$ cat config.mk
export PLATFORM = sky130hd
export DESIGN_NAME = reg_file_responder
export DESIGN_NICKNAME = d
export VERILOG_FILES = /design/src/rtl/reg_file_responder.sv
export SDC_FILE = /design/constraint.sdc
export NUM_CORES = 2
export LEC_CHECK = 0
export BUFFER_PORTS_ARGS = -buffer_cell sky130_fd_sc_hd__buf_2
export CORE_ASPECT_RATIO = 0.8
export CORE_UTILIZATION = 40
export CTS_CLUSTER_SIZE = 20
export DETAILED_ROUTE_END_ITERATION = 10
export GPL_ROUTABILITY_DRIVEN = 0
export MAX_ROUTING_LAYER = met4
export PLACE_DENSITY_LB_ADDON = 0.12
export SLEW_MARGIN = 15
export SYNTH_ARGS = -nofsm -noshare
export SYNTH_HDL_FRONTEND = slang
export SYNTH_SLANG_ARGS = --single-unit
$ cat constraint.sdc
create_clock -name clk_in -period 45.4 [get_ports clk_in]
set_input_delay 2.27 -clock clk_in [delete_from_list [all_inputs] [get_ports clk_in]]
set_output_delay 2.27 -clock clk_in [all_outputs]
set_load 0.005 [all_outputs]
$ cat src/rtl/reg_file_responder.sv
// Architectural register file with rename tags: zero-latency dual lookup, rename, commit retire, flush.
// Optional macro RF_COMMIT_BYPASS_EN forwards a same-cycle matching commit onto the read ports.
module reg_file_responder #(
    parameter int REG_BW = 5,
    parameter int ROB_BW = 4
) (
    input  logic              clk_in,
    input  logic              rst_in,
    input  logic              rdy_in,
    input  logic [REG_BW-1:0] rs1,
    input  logic [REG_BW-1:0] rs2,
    output logic [31:0]       V1,
    output logic [31:0]       V2,
    output logic [ROB_BW-1:0] Q1,
    output logic [ROB_BW-1:0] Q2,
    input  logic              rename_flag,
    input  logic [REG_BW-1:0] rename_rd,
    input  logic [ROB_BW-1:0] rename_rob_id,
    input  logic              commit_flag,
    input  logic [REG_BW-1:0] commit_rd,
    input  logic [ROB_BW-1:0] commit_rob_id,
    input  logic [31:0]       commit_val,
    input  logic              flush_flag,
    output logic [REG_BW:0]   busy_cnt
);

    localparam int NREG = 1 << REG_BW;
    localparam logic [REG_BW:0] CNT_ONE = 1;

    logic [31:0]       val      [NREG];
    logic [ROB_BW-1:0] tag      [NREG];
    logic [31:0]       val_next [NREG];
    logic [ROB_BW-1:0] tag_next [NREG];
    logic [REG_BW:0]   busy_next;

    // No handshake: every rename/commit/flush presented with rdy_in=1 is taken at that edge.
    // Order of effects: commit value/tag clear, then flush clears all tags, else rename sets a tag.
    always_comb begin
        for (int i = 0; i < NREG; i++) begin
            val_next[i] = val[i];
            tag_next[i] = tag[i];
        end
        busy_next = '0;
        if (commit_flag && commit_rd != '0) begin
            val_next[commit_rd] = commit_val;
            if (tag[commit_rd] == commit_rob_id)
                tag_next[commit_rd] = '0;
        end
        if (flush_flag) begin
            for (int i = 0; i < NREG; i++)
                tag_next[i] = '0;
        end else if (rename_flag && rename_rd != '0) begin
            tag_next[rename_rd] = rename_rob_id;
        end
        for (int i = 1; i < NREG; i++) begin
            if (tag_next[i] != '0)
                busy_next = busy_next + CNT_ONE;
        end
    end

    always_ff @(posedge clk_in) begin
        if (rst_in) begin
            for (int i = 0; i < NREG; i++) begin
                val[i] <= '0;
                tag[i] <= '0;
            end
            busy_cnt <= '0;
        end else if (rdy_in) begin
            for (int i = 0; i < NREG; i++) begin
                val[i] <= val_next[i];
                tag[i] <= tag_next[i];
            end
            busy_cnt <= busy_next;
        end
    end

`ifdef RF_COMMIT_BYPASS_EN
    logic hit1;
    logic hit2;
    assign hit1 = commit_flag && rdy_in && rs1 == commit_rd && rs1 != '0 && tag[rs1] == commit_rob_id;
    assign hit2 = commit_flag && rdy_in && rs2 == commit_rd && rs2 != '0 && tag[rs2] == commit_rob_id;
`else
    logic hit1;
    logic hit2;
    assign hit1 = 1'b0;
    assign hit2 = 1'b0;
`endif

    // x0 is hardwired to a ready zero regardless of stored contents.
    always_comb begin
        V1 = '0;
        Q1 = '0;
        V2 = '0;
        Q2 = '0;
        if (rs1 != '0) begin
            V1 = hit1 ? commit_val : val[rs1];
            Q1 = hit1 ? '0 : tag[rs1];
        end
        if (rs2 != '0) begin
            V2 = hit2 ? commit_val : val[rs2];
            Q2 = hit2 ? '0 : tag[rs2];
        end
    end

endmodule

# Yosys cells after proc, flatten, opt, wreduce, memory -nomap -nowiden
# Memories as Yosys holds them, arrays and structs flattened.
# Index checks and enable logic that the tools add are counted.
[op_classes]
add_sub_neg = 30
order_cmp = 4
eq_ne = 1
muxes = 117
bitwise_logic = 68
reduce_logical = 39
[op_table]
columns = ["cell", "n"]
rows = [
  ["$mux 32", 35],
  ["$bwmux 1024", 1],
  ["$mux 1024", 1],
  ["$mux 128", 4],
  ["$add 6x1->6 const B", 30],
  ["$mux 6", 30],
  ["$demux 32 s5", 1],
  ["$mux 4", 36],
  ["$and 128x128->128", 1],
  ["$bwmux 128", 1],
  ["$not 128->128", 1],
  ["$reduce_bool 4->1", 31],
  ["$or 1x1->1", 64],
  ["$demux 4 s5", 2],
  ["$reduce_bool 5->1", 4],
  ["$ge 6x6->1 const B", 2],
  ["$lt 6x1->1 const B", 2],
  ["$not 5->6", 2],
  ["$mux 1", 6],
  ["$eq 4x4->1", 1],
  ["$logic_and 1x1->1", 4],
]
[word_totals]
reg_bits = 6
mem_bits_rw = 1152
inputBits = 66
output_inout_bits = 78
wordCells = 262
n_memories = 2
[mem_list]
columns = ["memory", "depth", "word_bits", "rd", "rd_clocked_by_memory_dff", "write_ports", "line", "rtl"]
rows = [
  ["val", 32, 32, 34, 0, 32, "30", "logic [31:0] val [NREG];"],
  ["tag", 32, 4, 35, 0, 32, "31", "logic [ROB_BW-1:0] tag [NREG];"],
]

# Logic depth before layout (Yosys ltp)
[logic_depth]
word_depth = 74
mapped_depth = 112
depth_no_buf = 109

# Worst setup path after synthesis
# No wires, ideal clock.
[synth_path]
path_type = "input to register"
startpoint = "input port flush_flag"
endpoint = "register busy_cnt[4]"
setup_time_ns = 0.086
arrival_time_ns = 22.469
required_ns = 45.314
path_slack_ns = 22.846
cell_stages = 108
n_path_buf = 10
path_cell_list = "clkbuf_1 -> clkbuf_1 -> buf_1 -> clkbuf_1 -> buf_1 -> clkbuf_1 -> buf_1 -> clkbuf_1 -> clkbuf_1 -> or2_2 -> inv_1 -> ha_1 -> clkbuf_1 -> xor2_1 -> ha_1 -> a311o_1 -> a21oi_1 -> nor2_1 -> [... 72 more ...] -> o31ai_1 -> ha_1 -> nand2_1 -> nand2_1 -> ha_1 -> mux2_2 -> ha_1 -> mux2_2 -> ha_1 -> mux2_2 -> ha_1 -> nand2_1 -> nor2_1 -> nand3_1 -> a21oi_1 -> a211oi_1 -> xor2_1 -> a211oi_1"
[synth_between]
elab_chain_len = 63
elab_cells_between_ends = 93
cone_classes = "add/sub (30); mux (32); reduce/logical (31)"
[synth_lines]
columns = ["element", "line", "rtl"]
rows = [
  ["from (decl)", "23", "input logic flush_flag,"],
  ["$mux 128 *", "49", "if (flush_flag) begin"],
  ["$reduce_bool 4->1", "56", "if (tag_next[i] != '0)"],
  ["$mux 1", "56", ""],
  ["$add 6x1->6", "57", "busy_next = busy_next + CNT_ONE;"],
  ["$mux 6", "56", ""],
  ["$add 6x1->6", "57", ""],
  ["$mux 6", "56", ""],
  ["$add 6x1->6", "57", ""],
  ["[... 47 more ...]", "--", ""],
  ["$add 6x1->6", "57", ""],
  ["$mux 6", "56", ""],
  ["$add 6x1->6", "57", ""],
  ["$mux 6", "56", ""],
  ["$add 6x1->6", "57", ""],
  ["$mux 6", "56", ""],
  ["$add 6x1->6", "57", ""],
  ["$mux 6 *", "56", ""],
  ["to (signal assigned)", "73", "busy_cnt <= busy_next;"],
  ["to (decl)", "24", "output logic [REG_BW:0] busy_cnt"],
]
# Every way passes the cells marked *; elsewhere a longest branch is shown, timed or not.
# A chain may end at the register's enable or synchronous reset.

# Worst setup path in the final report
[layout_path]
startpoint = "input port commit_rd[1]"
endpoint = "register busy_cnt[4]"
[layout_between]
elab_chain_len = 74
elab_cells_between_ends = 109
cone_classes = "add/sub (30); order compare (2); eq/ne (1); mux (38); bitwise (3); reduce/logical (34); memory (1)"
[layout_lines]
columns = ["element", "line", "rtl"]
rows = [
  ["from (decl)", "20", "input logic [REG_BW-1:0] commit_rd,"],
  ["$not 5->6 (implied by the code)", "47", "tag_next[commit_rd] = '0;"],
  ["$ge 6x6->1 (implied by the code) or $lt 6x1->1 (tied branches)", "47", ""],
  ["$logic_and 1x1->1 (implied by the code)", "47", ""],
  ["$mux 4 (implied by the code)", "47", ""],
  ["$demux 4 s5", "47", ""],
  ["$not 128->128 (no source line)", "--", ""],
  ["$and 128x128->128 (no source line)", "--", ""],
  ["$mux 128", "46", "if (tag[commit_rd] == commit_rob_id)"],
  ["[... 58 more ...]", "--", ""],
  ["$add 6x1->6", "57", ""],
  ["$mux 6", "56", ""],
  ["$add 6x1->6", "57", ""],
  ["$mux 6", "56", ""],
  ["$add 6x1->6", "57", ""],
  ["$mux 6", "56", ""],
  ["$add 6x1->6", "57", ""],
  ["$mux 6 *", "56", ""],
]
# Marks and branches as above.

==> run_results.csv <==
group,metric,value,unit
sta,setup_viol,0,
worst_hold_path,hold_depth,2,
setup_path,end_kind,"flop",
power,p_int,2422,uW
clock_network,root_buffer,"clkbuf_16",
sta,finalCritPeriodShare,0.5452,
worst_hold_path,hp-class,"flop to flop",
sta,tightestPinTransition,1.171,ns
logic_synthesis,syn_inst,7167,
final_layout,regArea,34710,um^2
setup_path,path_common_cell,"ha_1",
sta,fin_setup_tns,0,ns
die,initial_core_util,0.4026,
clock_network,postCtsHoldBufs,0,
clock_network,cts_resized,0,
detailed_routing,wire_per_inst,33.14,um
logic_synthesis,synth_area_leaders,"edfxtp_1 (45%), mux4_2 (21%), nand2_1 (11%), a21oi_1 (7.6%), clkbuf_1 (2.8%)",
final_layout,final_cells,9582,
die,io_pins,144,
power,ir_drop,67.00,uV
power,seqPwrFrac,0.364,
run,cap_violations,0,
detailed_routing,dr.pass1.iters,8,
clock_network,cts_max_level,4,
logic_synthesis,synth_nets,7263,
clock_network,post-cts-setup-buffers,0,
final_layout,multi_input_area,39480,um^2
placed_design,place_inst,9319,
grt,grt_antenna_before_repair,35,
detailed_routing,drt_iter0_drc,10350,
logic_synthesis,synth_area_leader_cell,"edfxtp_1",
sta,drv_slew,0,
die,design.die.area,192800,um^2
sta,hold_viol,0,
logic_synthesis,synth-seq-cells,1158,
final_layout,synthToLayoutAreaGrowth,9.602,%
logic_synthesis,ys_warn_count,0,
logic_synthesis,ys_types,107,
sta,max_freq,40.40,MHz
logic_synthesis,synth_top_area_frac,0.4526,
logic_synthesis,async_reset_ff_frac,0,
logic_synthesis,synth_edf_count,1152,
setup_path,ff2ff_path_depth,108,
sta,rsz0062_at_grt,"no",
run_status,status,"finished clean",
power,p_sw_frac,0.3422,
grt,grt_max_degree,192,
clock_network,clk_latency,0.81,ns
die,chipHeight,393.0,um
logic_synthesis,syn_area,76430,um^2
logic_synthesis,seq_area_frac_synth,0.4542,
clock_network,cts.sinks,1158,
power,p_leak,0.02896,uW
setup_path,crit_slowest_cell,"buf_4",
setup_path,critical-path-max-stage-delay,0.67,ns
power,p_per_area,43.96,nW/um^2
clock_network,cts_inserted_buffers,139,
detailed_routing,dr_total_vias,62740,
logic_synthesis,synth_area_per_cell,10.66,um^2
clock_network,cts_buffer_depth,3,
setup_path,critPathKind,"input pin to flop",
sta,max_slew_margin,0.1967,
grt,grt_pass1_wl,447400,um
placed_design,port_buffers,143,
sta,fin_worst_skew,0.03854,ns
final_layout,final_common_cell,"nand2_1",
setup_path,worstPathRequired,46.09,ns
grt,grt_usage,0.3332,
clock_network,cts_tree,"built",
sta,fin_crit,24.75,ns
final_layout,drive_gt1_frac,0.1902,
die,core-area,189800,um^2
setup_path,worstPathArrival,25.44,ns
final_layout,fill_cells,17680,
power,p_switching,1260,uW
detailed_routing,drt-total-wl,317600,um
placed_design,hpwl,178400,um
grt,grt_remaining_overflow,0,
die,placementRows,143,
power,pwr-share-clk,0.304,
final_layout,mostFrequentLayoutCells,"nand2_1 (2276), a21oi_1 (1168), edfxtp_1 (1152)",
detailed_routing,via_per_inst,6.547,
grt,grt_pass1_vias,58610,
power,combinationalPowerShare,0.332,
die,fp.dieW,490.7,um
detailed_routing,drc_errors,0,
setup_path,crit_fanout,44,
final_layout,layout.nets,7019,
detailed_routing,drtAntennaViolNets,0,
clock_network,cts.clk_slew.worst_paths,0.06,ns
setup_path,startpoint_type,"input pin",
logic_synthesis,synthFlopType,"edfxtp_1",
[path summary, 6_finish.rpt]
kind	start	endpoint	slack [ns]
max	commit_rd[1]	busy_cnt[4]$_SDFFE_PP0P_	20.65
min reg2reg	busy_cnt[5]$_SDFFE_PP0P_	busy_cnt[5]$_SDFFE_PP0P_	0.46
min	busy_cnt[5]$_SDFFE_PP0P_	busy_cnt[5]$_SDFFE_PP0P_	0.46
max reg2reg	tag[20][0]$_SDFFCE_PP0P_	busy_cnt[4]$_SDFFE_PP0P_	22.84
[flip-flops by register name, summed over array words and instances, names as in the netlist]
signal    count
val        1024
tag         128
busy_cnt      6
[logic make-up (layout without fill, tap and decap cells)]
| kind of cell | Yosys count | in the layout | synth area share |
|---|---|---|---|
| compound gates | 1384 | 1384 | 0.09836 |
| buf+inv | 691 | 555 | 0.03448 |
| simple gates | 2908 | 2908 | 0.1553 |
| fa+ha+maj | 31 | 31 | 0.005042 |
| xor+xnor | 111 | 111 | 0.01860 |
| other cells | 0 | 14 | 0 |
| flops | 1158 | 1158 | 0.4542 |
| mux | 884 | 884 | 0.2340 |
[cell usage after synthesis, drive strengths merged (9+ instances only)]
cell	instances
nand2b	14
a22oi	15
a41oi	9
edfxtp	1152
nor3	36
ha	30
a31oi	10
clkbuf	568
a21o	9
mux2i	154
a211oi	11
mux2	10
nor4	27
o41ai	10
xor2	42
and3	34
xnor2	56
xnor3	11
mux4	720
inv	25
nor2b	55
and2	20
a21oi	1168
o21ai	27
buf	98
nand2	2304
nand3	101
o22ai	36
or4	16
o211ai	30
nor2	232
or2	12
[metrics by stage]
step	worst slack, ns	hold slack, ns	area (um^2)	total power [uW]	util
floorplan	22.85	0.4487	76430	2297	-
CTS	21.04	0.4691	83730	3684	0.4411
detailed placement	20.29	0.4536	79370	2570	0.4181
global route	19.25	0.4927	83760	3848	0.4412
global placement	20.55	0.4478	79370	2556	0.4181
finish	20.65	0.4593	83760	3682	0.4412
[power groups by stage]
| stage | Sequential, uW | Combinational [uW] | Clock [uW] |
|---|---|---|---|
| 6_report | 1340 | 1220 | 1120 |
| 5_1_grt | 1350 | 1330 | 1170 |
| 4_1_cts | 1330 | 1220 | 1130 |
| 3_5_place_dp | 1360 | 1210 | 0 |
| 3_3_place_gp | 1350 | 1200 | 0 |
| 2_1_floorplan | 1350 | 951 | 0 |
[critical path, delay by kind of cell]
kind                     cells  cell delay, ns
buffers and inverters        8            1.57
multiplexers                 9            2.46
AO/OA/AOI/OAI               25            4.69
adder cells (fa/ha/maj)     29            8.53
AND/OR/NAND/NOR             37            5.54
XOR/XNOR                     2            0.33
[cell type report]
type	count	area share
Clock buffer	174	0.04436
Clock inverter	75	0.007663
Sequential cell	1158	0.4144
Inverter	25	0.001150
Timing Repair Buffer	281	0.02279
Tap cell	2537	0.03790
Antenna cell	14	0.0004182
Multi-Input combinational cell	5318	0.4713
[layer usage]
| layer | wire [um] | share of wire | GRT usage |
|---|---|---|---|
| met2 | 137700 | 0.43 | 0.4729 |
| met3 | 41700 | 0.13 | 0.09640 |
| met4 | 11770 | 0.037 | 0.1113 |
| met5 | 0 | 0 | - |
| met1 | 126400 | 0.40 | 0.4558 |
Power figures use the tool's default switching activity.
